==> src/rtl/branch_resolve_unit.sv <==
// ----------------------------------------------------------------------------
// branch_resolve_unit
//   Two-stage pipelined branch/jump resolution unit between the branch
//   reservation station and the CDB/ROB writeback arbiter. Resolves
//   conditional branches, JAL and JALR, produces the actual next PC and the
//   link value, flags mispredictions against the fetch prediction, and keeps
//   a saturating count of retired mispredicts.
//
//   S1 registers the raw issue request; resolution is combinational from S1
//   into the S2 registers, which drive every out_* port.
//
// Ports
//   clock, reset          rising-edge clock, asynchronous active-low reset
//   flush                 squash both stages at the next edge
//   in_valid / in_ready   issue handshake
//   in_kind, in_func      op kind (branch/JAL/JALR/illegal) and branch funct3
//   in_rs1, in_rs2        operands (rs1 is the JALR base)
//   in_offset, in_pc      sign-extended immediate and instruction PC
//   in_pred_taken/target  fetch-stage prediction
//   in_tag                ROB tag
//   out_valid / out_ready result handshake
//   out_tag, out_taken, out_next_pc, out_link
//   out_mispredict, out_misaligned, out_illegal
//   mispredict_count      saturating count of retired mispredicts
// ----------------------------------------------------------------------------
module branch_resolve_unit #(
  parameter int unsigned XLEN  = 32,
  parameter int unsigned TAG_W = 4,
  parameter int unsigned CNT_W = 16
) (
  input  logic             clock,
  input  logic             reset,
  input  logic             flush,

  input  logic             in_valid,
  output logic             in_ready,
  input  logic [1:0]       in_kind,
  input  logic [2:0]       in_func,
  input  logic [XLEN-1:0]  in_rs1,
  input  logic [XLEN-1:0]  in_rs2,
  input  logic [XLEN-1:0]  in_offset,
  input  logic [XLEN-1:0]  in_pc,
  input  logic             in_pred_taken,
  input  logic [XLEN-1:0]  in_pred_target,
  input  logic [TAG_W-1:0] in_tag,

  output logic             out_valid,
  input  logic             out_ready,
  output logic [TAG_W-1:0] out_tag,
  output logic             out_taken,
  output logic [XLEN-1:0]  out_next_pc,
  output logic [XLEN-1:0]  out_link,
  output logic             out_mispredict,
  output logic             out_misaligned,
  output logic             out_illegal,
  output logic [CNT_W-1:0] mispredict_count
);

  typedef enum logic [1:0] {
    KIND_BR   = 2'b00,
    KIND_JAL  = 2'b01,
    KIND_JALR = 2'b10,
    KIND_ILL  = 2'b11
  } kind_e;

  typedef enum logic [2:0] {
    F_BEQ  = 3'b000,
    F_BNE  = 3'b001,
    F_RSV2 = 3'b010,
    F_RSV3 = 3'b011,
    F_BLT  = 3'b100,
    F_BGE  = 3'b101,
    F_BLTU = 3'b110,
    F_BGEU = 3'b111
  } func_e;

  typedef struct packed {
    kind_e            kind;
    func_e            func;
    logic [XLEN-1:0]  rs1;
    logic [XLEN-1:0]  rs2;
    logic [XLEN-1:0]  offset;
    logic [XLEN-1:0]  pc;
    logic             pred_taken;
    logic [XLEN-1:0]  pred_target;
    logic [TAG_W-1:0] tag;
  } s1_t;

  typedef struct packed {
    logic [TAG_W-1:0] tag;
    logic             taken;
    logic [XLEN-1:0]  next_pc;
    logic [XLEN-1:0]  link;
    logic             mispredict;
    logic             misaligned;
    logic             illegal;
  } s2_t;

  logic             s1_valid_q, s1_valid_d;
  s1_t              s1_q, s1_d;
  logic             s2_valid_q, s2_valid_d;
  s2_t              s2_q, s2_d;
  logic [CNT_W-1:0] cnt_q, cnt_d;

  logic             s2_adv;
  logic             out_fire;
  s2_t              res;

  // Resolution datapath
  logic [XLEN-1:0]  link;
  logic [XLEN-1:0]  br_target;
  logic [XLEN-1:0]  jalr_target;
  logic [XLEN-1:0]  target;
  logic             taken;
  logic             illegal;
  logic             eq;
  logic             lt_s;
  logic             lt_u;

  always_comb begin
    link        = s1_q.pc + XLEN'(4);
    br_target   = s1_q.pc + s1_q.offset;
    // JALR clears bit 0 of the computed address.
    jalr_target = (s1_q.rs1 + s1_q.offset) & {{(XLEN-1){1'b1}}, 1'b0};
    eq          = (s1_q.rs1 == s1_q.rs2);
    lt_s        = ($signed(s1_q.rs1) < $signed(s1_q.rs2));
    lt_u        = (s1_q.rs1 < s1_q.rs2);

    taken   = 1'b0;
    illegal = 1'b0;
    target  = br_target;

    unique case (s1_q.kind)
      KIND_BR: begin
        target = br_target;
        unique case (s1_q.func)
          F_BEQ:  taken = eq;
          F_BNE:  taken = !eq;
          F_BLT:  taken = lt_s;
          F_BGE:  taken = !lt_s;
          F_BLTU: taken = lt_u;
          F_BGEU: taken = !lt_u;
          F_RSV2,
          F_RSV3: illegal = 1'b1;
        endcase
      end
      KIND_JAL: begin
        target = br_target;
        taken  = 1'b1;
      end
      KIND_JALR: begin
        target = jalr_target;
        taken  = 1'b1;
      end
      KIND_ILL: begin
        illegal = 1'b1;
      end
    endcase

    res            = '0;
    res.tag        = s1_q.tag;
    res.taken      = taken;
    res.next_pc    = taken ? target : link;
    res.link       = link;
    // Predicted target only matters when the op is actually taken.
    res.mispredict = (taken != s1_q.pred_taken) ||
                     (taken && (target != s1_q.pred_target));
    res.misaligned = taken && (target[1:0] != 2'b00);
    res.illegal    = illegal;
  end

  // Pipeline control
  always_comb begin
    s2_adv   = !s2_valid_q || out_ready;
    // A request presented during flush is consumed and discarded.
    in_ready = flush || !s1_valid_q || s2_adv;
    out_fire = s2_valid_q && out_ready;

    s1_valid_d = s1_valid_q;
    s1_d       = s1_q;
    s2_valid_d = s2_valid_q;
    s2_d       = s2_q;
    cnt_d      = cnt_q;

    if (in_ready) begin
      s1_valid_d = in_valid;
      if (in_valid && !flush) begin
        s1_d.kind        = kind_e'(in_kind);
        s1_d.func        = func_e'(in_func);
        s1_d.rs1         = in_rs1;
        s1_d.rs2         = in_rs2;
        s1_d.offset      = in_offset;
        s1_d.pc          = in_pc;
        s1_d.pred_taken  = in_pred_taken;
        s1_d.pred_target = in_pred_target;
        s1_d.tag         = in_tag;
      end
    end

    // S2 data only changes on advance, so outputs hold under backpressure.
    if (s2_adv) begin
      s2_valid_d = s1_valid_q;
      if (s1_valid_q && !flush) begin
        s2_d = res;
      end
    end

    if (flush) begin
      s1_valid_d = 1'b0;
      s2_valid_d = 1'b0;
    end

    // The output handshake in a flush cycle still completes and is counted.
    if (out_fire && s2_q.mispredict && (cnt_q != '1)) begin
      cnt_d = cnt_q + CNT_W'(1);
    end
  end

  always_ff @(posedge clock or negedge reset) begin
    if (!reset) begin
      s1_valid_q <= 1'b0;
      s1_q       <= '0;
      s2_valid_q <= 1'b0;
      s2_q       <= '0;
      cnt_q      <= '0;
    end else begin
      s1_valid_q <= s1_valid_d;
      s1_q       <= s1_d;
      s2_valid_q <= s2_valid_d;
      s2_q       <= s2_d;
      cnt_q      <= cnt_d;
    end
  end

  assign out_valid        = s2_valid_q;
  assign out_tag          = s2_q.tag;
  assign out_taken        = s2_q.taken;
  assign out_next_pc      = s2_q.next_pc;
  assign out_link         = s2_q.link;
  assign out_mispredict   = s2_q.mispredict;
  assign out_misaligned   = s2_q.misaligned;
  assign out_illegal      = s2_q.illegal;
  assign mispredict_count = cnt_q;

endmodule

==> config.mk <==
export PLATFORM = sky130hd
export DESIGN_NAME = branch_resolve_unit
export DESIGN_NICKNAME = d
export VERILOG_FILES = /design/src/rtl/branch_resolve_unit.sv
export SDC_FILE = /design/constraint.sdc
export NUM_CORES = 1
export LEC_CHECK = 0
export ABC_AREA = 1
export BUFFER_PORTS_ARGS = -buffer_cell sky130_fd_sc_hd__buf_4
export CAP_MARGIN = 20
export CORE_MARGIN = 3
export CORE_UTILIZATION = 45
export DETAILED_ROUTE_END_ITERATION = 10
export PLACE_DENSITY = 0.66
export SETUP_SLACK_MARGIN = 0.2
export SLEW_MARGIN = 10
export SYNTH_ARGS = -nofsm -noshare
export SYNTH_HDL_FRONTEND = slang
export SYNTH_SLANG_ARGS = --single-unit
==> constraint.sdc <==
create_clock -name clock -period 5.4 [get_ports clock]
set_clock_uncertainty 0.2 [all_clocks]
set_input_delay 1.35 -clock clock [delete_from_list [all_inputs] [get_ports clock]]
set_output_delay 1.35 -clock clock [all_outputs]
set_load 0.005 [all_outputs]
; Yosys cells after proc, flatten, opt, wreduce, memory -nomap -nowiden
; Cells that the tools add are included.
[word_totals]
ram_bits = 0
inputBits = 175
latchBits = 0
ff_bits = 260
mem_count = 0
mem_bits_ro = 0
elab_cells = 75
output_inout_bits = 90
[classes]
div = 0
reduce_logical = 26
bitwise = 0
n_eq_ne = 14
n_mul = 0
shift = 0
mux = 10
magnitude_cmp = 2
addsub = 4
[op_table]
columns = operator, count
row1 = $add A32 B32 Y32, 2
row2 = $lt A32 B32 Y1, 2
row3 = $mux W32, 2
row4 = $add A32 B3 Y32 const B, 1
row5 = $eq A32 B32 Y1, 1
row6 = $ne A32 B32 Y1, 1
row7 = $add A16 B1 Y16 const B, 1
row8 = $ne A16 B16 Y1 const B, 1
row9 = $eq A3 B3 Y1 const B, 4
row10 = $logic_and A1 B1 Y1, 7
row11 = $eq A3 B2 Y1 const B, 2
row12 = $logic_not A1 Y1, 6
row13 = $pmux W1 S6, 1
row14 = $reduce_bool A2 Y1, 3
row15 = $mux W1, 5
row16 = $eq A2 B2 Y1 const B, 2
row17 = $logic_or A1 B1 Y1, 4
row18 = $pmux W1 S2, 2
row19 = $reduce_and A2 Y1, 2
row20 = $reduce_or A2 Y1, 2
row21 = $eq A3 B1 Y1 const B, 1
row22 = $logic_not A3 Y1, 1
row23 = $eq A2 B1 Y1 const B, 1
row24 = $logic_not A2 Y1, 1
row25 = $ne A1 B1 Y1, 1

; Depth between registers and ports, before layout
[logic_depth]
ltp_word = 6
ltp_mapped = 25
ltp_nobuf = 25

; Worst setup path after synthesis
; Ideal clock, no wire load.
[synth_path]
kind = input-to-output
startpoint = in out_ready
endpoint = out in_ready
stages = 2
arrival_time_ns = 1.627
path_slack_ns = 2.223
required_ns = 3.850
path_buffers = 0
cell_sequence = nor2_1 -> nand3_1
[synth_between]
elab_chain_cells = 2
[synth_lines]
columns = item, line
row1 = "start, declared", 48  ; input logic out_ready,
row2 = $logic_or A1 B1 Y1, 174  ; s2_adv = !s2_valid_q || out_ready;
row3 = $logic_or A1 B1 Y1, 176  ; in_ready = flush || !s1_valid_q || s2_adv;
row4 = "end, declared", 36  ; output logic in_ready,
; No other way between the ends.

; Worst setup path after layout
; Same ends and word-level chain as after synthesis.

==> results.py <==
metrics = {
    "outcome": {
        "status": "completed",
    },
    "routing": {
        "ant_nets": 0,
        "wl_per_cell_um": 17.8,
        "wirelength_mm": 55.7,
        "dr.pass1.iters": 5,
        "drtIter0Drc": 986,
        "via_per_inst": 5.22,
        "drc": 0,
        "dr_total_vias": 16400,
    },
    "logic_synthesis": {
        "ys_seq_area_share_pct": 38.0,
        "synth_edf_count": 0,
        "syn_inst": 2357,
        "synth.cell_area_um2": 17100,
        "synth_warnings": 0,
        "synth_top_flop_cell": "dfrtp_1",
        "synthesis.nets": 2632,
        "yosysUniqueCellTypes": 49,
        "ys_ff_latch": 260,
        "synthArstFlopShare_pct": 100,
        "syn_area_per_cell_um2": 7.27,
    },
    "power_and_ir_drop": {
        "seqPwrFrac_pct": 32.8,
        "finalPower_w": 0.00799,
        "peakVddDrop_v": 0.000277,
        "power_density_nw_per_um2": 386,
        "p_leak_nw": 11.0,
        "netSwitchingFraction_pct": 39.8,
        "pwr-share-clk_pct": 26.9,
        "p_sw_w": 0.00318,
        "pwr-share-comb_pct": 40.3,
        "p_int_w": 0.00481,
    },
    "die": {
        "die_area_um2": 40400,
        "rows": 70,
        "die_h_um": 201,
        "io-pin-count": 265,
        "die_w_um": 201,
        "start_util_pct": 46.2,
        "fp.coreArea_um2": 37000,
    },
    "sta": {
        "finalSetupViolations": 0,
        "fmax_mhz": 268,
        "hold_violations": 0,
        "whs_ps": 275,
        "setup_slack_ps": 1670,
        "finalCritPeriodShare_pct": 69.1,
        "tightestPinTransition_ps": 907,
        "slew-limit-headroom_pct": 39.5,
        "period_needed_ps": 3730,
        "tns_ps": 0,
        "rsz0062_at_grt": "false",
        "slew_viol_final": 0,
    },
    "run": {
        "maxCapViolCount": 0,
    },
    "critical_path": {
        "crit_path_start_kind": "input port",
        "cp_cell_sequence": "buf_4 -> nor2_1 -> nand3_1 -> buf_4",
        "slowest_stage": "nor2_1",
        "worstSetupPathType": "input port to primary output",
        "critPathMaxStageDelay_ps": 280,
        "cpMostUsedCell": "buf_4",
        "critPathRequiredTime_ps": 3850,
        "crit_fanout": 3,
        "path_delay_family": "simple AND/OR/NAND/NOR gates",
        "arrival_ps": 2180,
        "end_kind": "primary output",
        "path_buf_inv": 2,
    },
    "global_routing": {
        "grtUsageMet1_pct": 40.2,
        "antenna_found_initial": 0,
        "met2_usage_pct": 43.5,
        "grt_overflow": 0,
        "grt_pass1_vias": 16100,
        "grt_max_degree": 149,
        "grt_pass1_wl_mm": 87.9,
        "grt_usage_pct": 27.1,
        "use_met3_pct": 2.69,
        "grt.busiest_layer": "met2",
    },
    "clocking": {
        "cts-root-buf": "clkbuf_16",
        "post_cts_buffers": 0,
        "cts_hold_buffers": 0,
        "clk_path_buf_depth": 3,
        "cts_sinks": 260,
        "clkLatencyLatePin_ps": 570,
        "cts_tree": "built",
        "cts-resized-gates": 0,
        "numCtsBuffers": 30,
        "htreeDepth": 1,
        "path_clk_slew_ps": 60,
    },
    "cells_and_area": {
        "drive_gt1_share_pct": 16.5,
        "final_core_util_pct": 55.9,
        "syn2layout_area_growth_pct": 20.9,
        "final_nets": 2881,
        "antenna_cells": 0,
    },
    "placed_design": {
        "dpl.hpwl_mm": 44.3,
        "dp_slack_ps": 1680,
        "port_buffers": 264,
        "routabilityCongestion": 0.905,
    },
    "hold_path": {
        "worstHoldPathType": "register to register",
    },
}
## flip-flops by register name, summed over array words and instances (netlist names)
name	count
out_link	32
out_tag	4
out_misaligned	1
out_illegal	1
s1_valid_q	1
out_mispredict	1
out_taken	1
out_valid	1
out_next_pc	32
res	4
s1_q	166
mispredict_count	16
## logic make-up after synthesis
kind of cell | share of synthesized area (%)
AO/OA/AOI/OAI | 8.02
XOR/XNOR | 2.45
adder cells (fa/ha/maj) | 7.39
buffers and inverters | 8.16
flip-flops | 38.0
multiplexers | 5.00
AND/OR/NAND/NOR | 31.0
## power by group through the flow
stage          clock network (W)  logic [W]  registers, W
6_report                 0.00215    0.00322       0.00262
5_1_grt                  0.00227    0.00365       0.00266
2_1_floorplan                  0    0.00208       0.00253
4_1_cts                  0.00219    0.00320       0.00262
3_3_place_gp                   0    0.00315       0.00264
3_5_place_dp                   0    0.00319       0.00265
## synthesized netlist by cell type (2+ instances only)
library cell | instances | share of area, %
nand2_1 | 675 | 15
inv_1 | 298 | 6.5
dfrtp_1 | 260 | 38
nor2_1 | 255 | 5.6
nand3_1 | 227 | 6.6
a21oi_1 | 192 | 5.6
ha_1 | 98 | 7.2
mux2_2 | 76 | 5.0
o21ai_0 | 36 | 1.1
clkbuf_1 | 35 | 0.77
xor2_1 | 35 | 1.8
nor3_1 | 24 | 0.70
nand3b_1 | 19 | 0.83
nand4_1 | 19 | 0.69
buf_2 | 13 | 0.38
xnor2_1 | 11 | 0.56
buf_1 | 7 | 0.15
o21ai_1 | 7 | 0.20
nor3_2 | 6 | 0.35
o211ai_1 | 6 | 0.26
a21o_1 | 5 | 0.22
inv_2 | 5 | 0.11
o21bai_1 | 5 | 0.22
nand2_2 | 4 | 0.15
buf_6 | 3 | 0.20
nand3_2 | 3 | 0.18
nor2_2 | 3 | 0.11
o21a_1 | 3 | 0.13
and2_1 | 2 | 0.073
fa_1 | 2 | 0.23
nor3_4 | 2 | 0.19
nor4_1 | 2 | 0.073
or2_1 | 2 | 0.073
or2_2 | 2 | 0.073
## metrics by stage
stage	std cells	area, µm²
5_1_grt	3133	20700
3_5_place_dp	3077	19600
6_report	3133	20700
2_1_floorplan	2357	17100
3_3_place_gp	3077	19600
4_1_cts	3132	20700
## worst register-to-register path: stages, from the launching register on
cell and delay (ps):
dfrtp_1 460, ha_1 400, nand2_1 100, inv_1 80, nand3_1 120, nand3_1 220
nand2_1 100, nand2_1 110, nand2_1 150, o21ai_1 250, inv_1 80, nand2_1 70
nand3_1 250, nand2_1 170, nand2_1 60, nand2_1 50, nand2_1 50, nor2_1 190
nand3_1 120, nand2_1 70, nand2_1 50
## final cells by class
class / instances / area [µm²]
fillers: 3530 / 16300
multi-input cells: 1735 / 9250
flip-flops and latches: 260 / 6510
repair buffers: 275 / 2130
inverters: 304 / 1140
clock buffers: 45 / 908
well taps: 504 / 631
clock inverters: 10 / 136
## path summary, 6_finish.rpt
check / from / end / slack [ps] / cells after the start
worst max-delay path: out_ready / in_ready / 1670 / 4
worst min-delay path: out_link[3] / out_link[3] / 280 / 2
worst max register to register: s1_q[73] / out_mispredict / 1960 / 20
worst min register to register: out_link[3] / out_link[3] / 280 / 2
max in group asynchronous: reset / s1_q[148] / 3410 / 2
min in group asynchronous: reset / res[68] / 630 / 1
## routing by layer
metal	vias up	share of wire [%]
li1	8095	-
met1	7746	48
met2	462	45
met3	55	5.4
met4	0	1.7
met5	-	0
## cell usage in the layout, fill, tap and decap left out, types with 19 or more instances in the layout
master,Yosys,routed
mux2_2,76,76
ha_1,98,98
buf_4,0,269
o21ai_0,36,36
nand3_1,227,226
nor2_1,255,254
inv_1,298,298
a21oi_1,192,192
xor2_1,35,35
nand3b_1,19,19
clkbuf_16,0,31
nor3_1,24,24
nand2_1,675,675
nand4_1,19,19
dfrtp_1,260,260
Power figures use the tool's default switching activity.
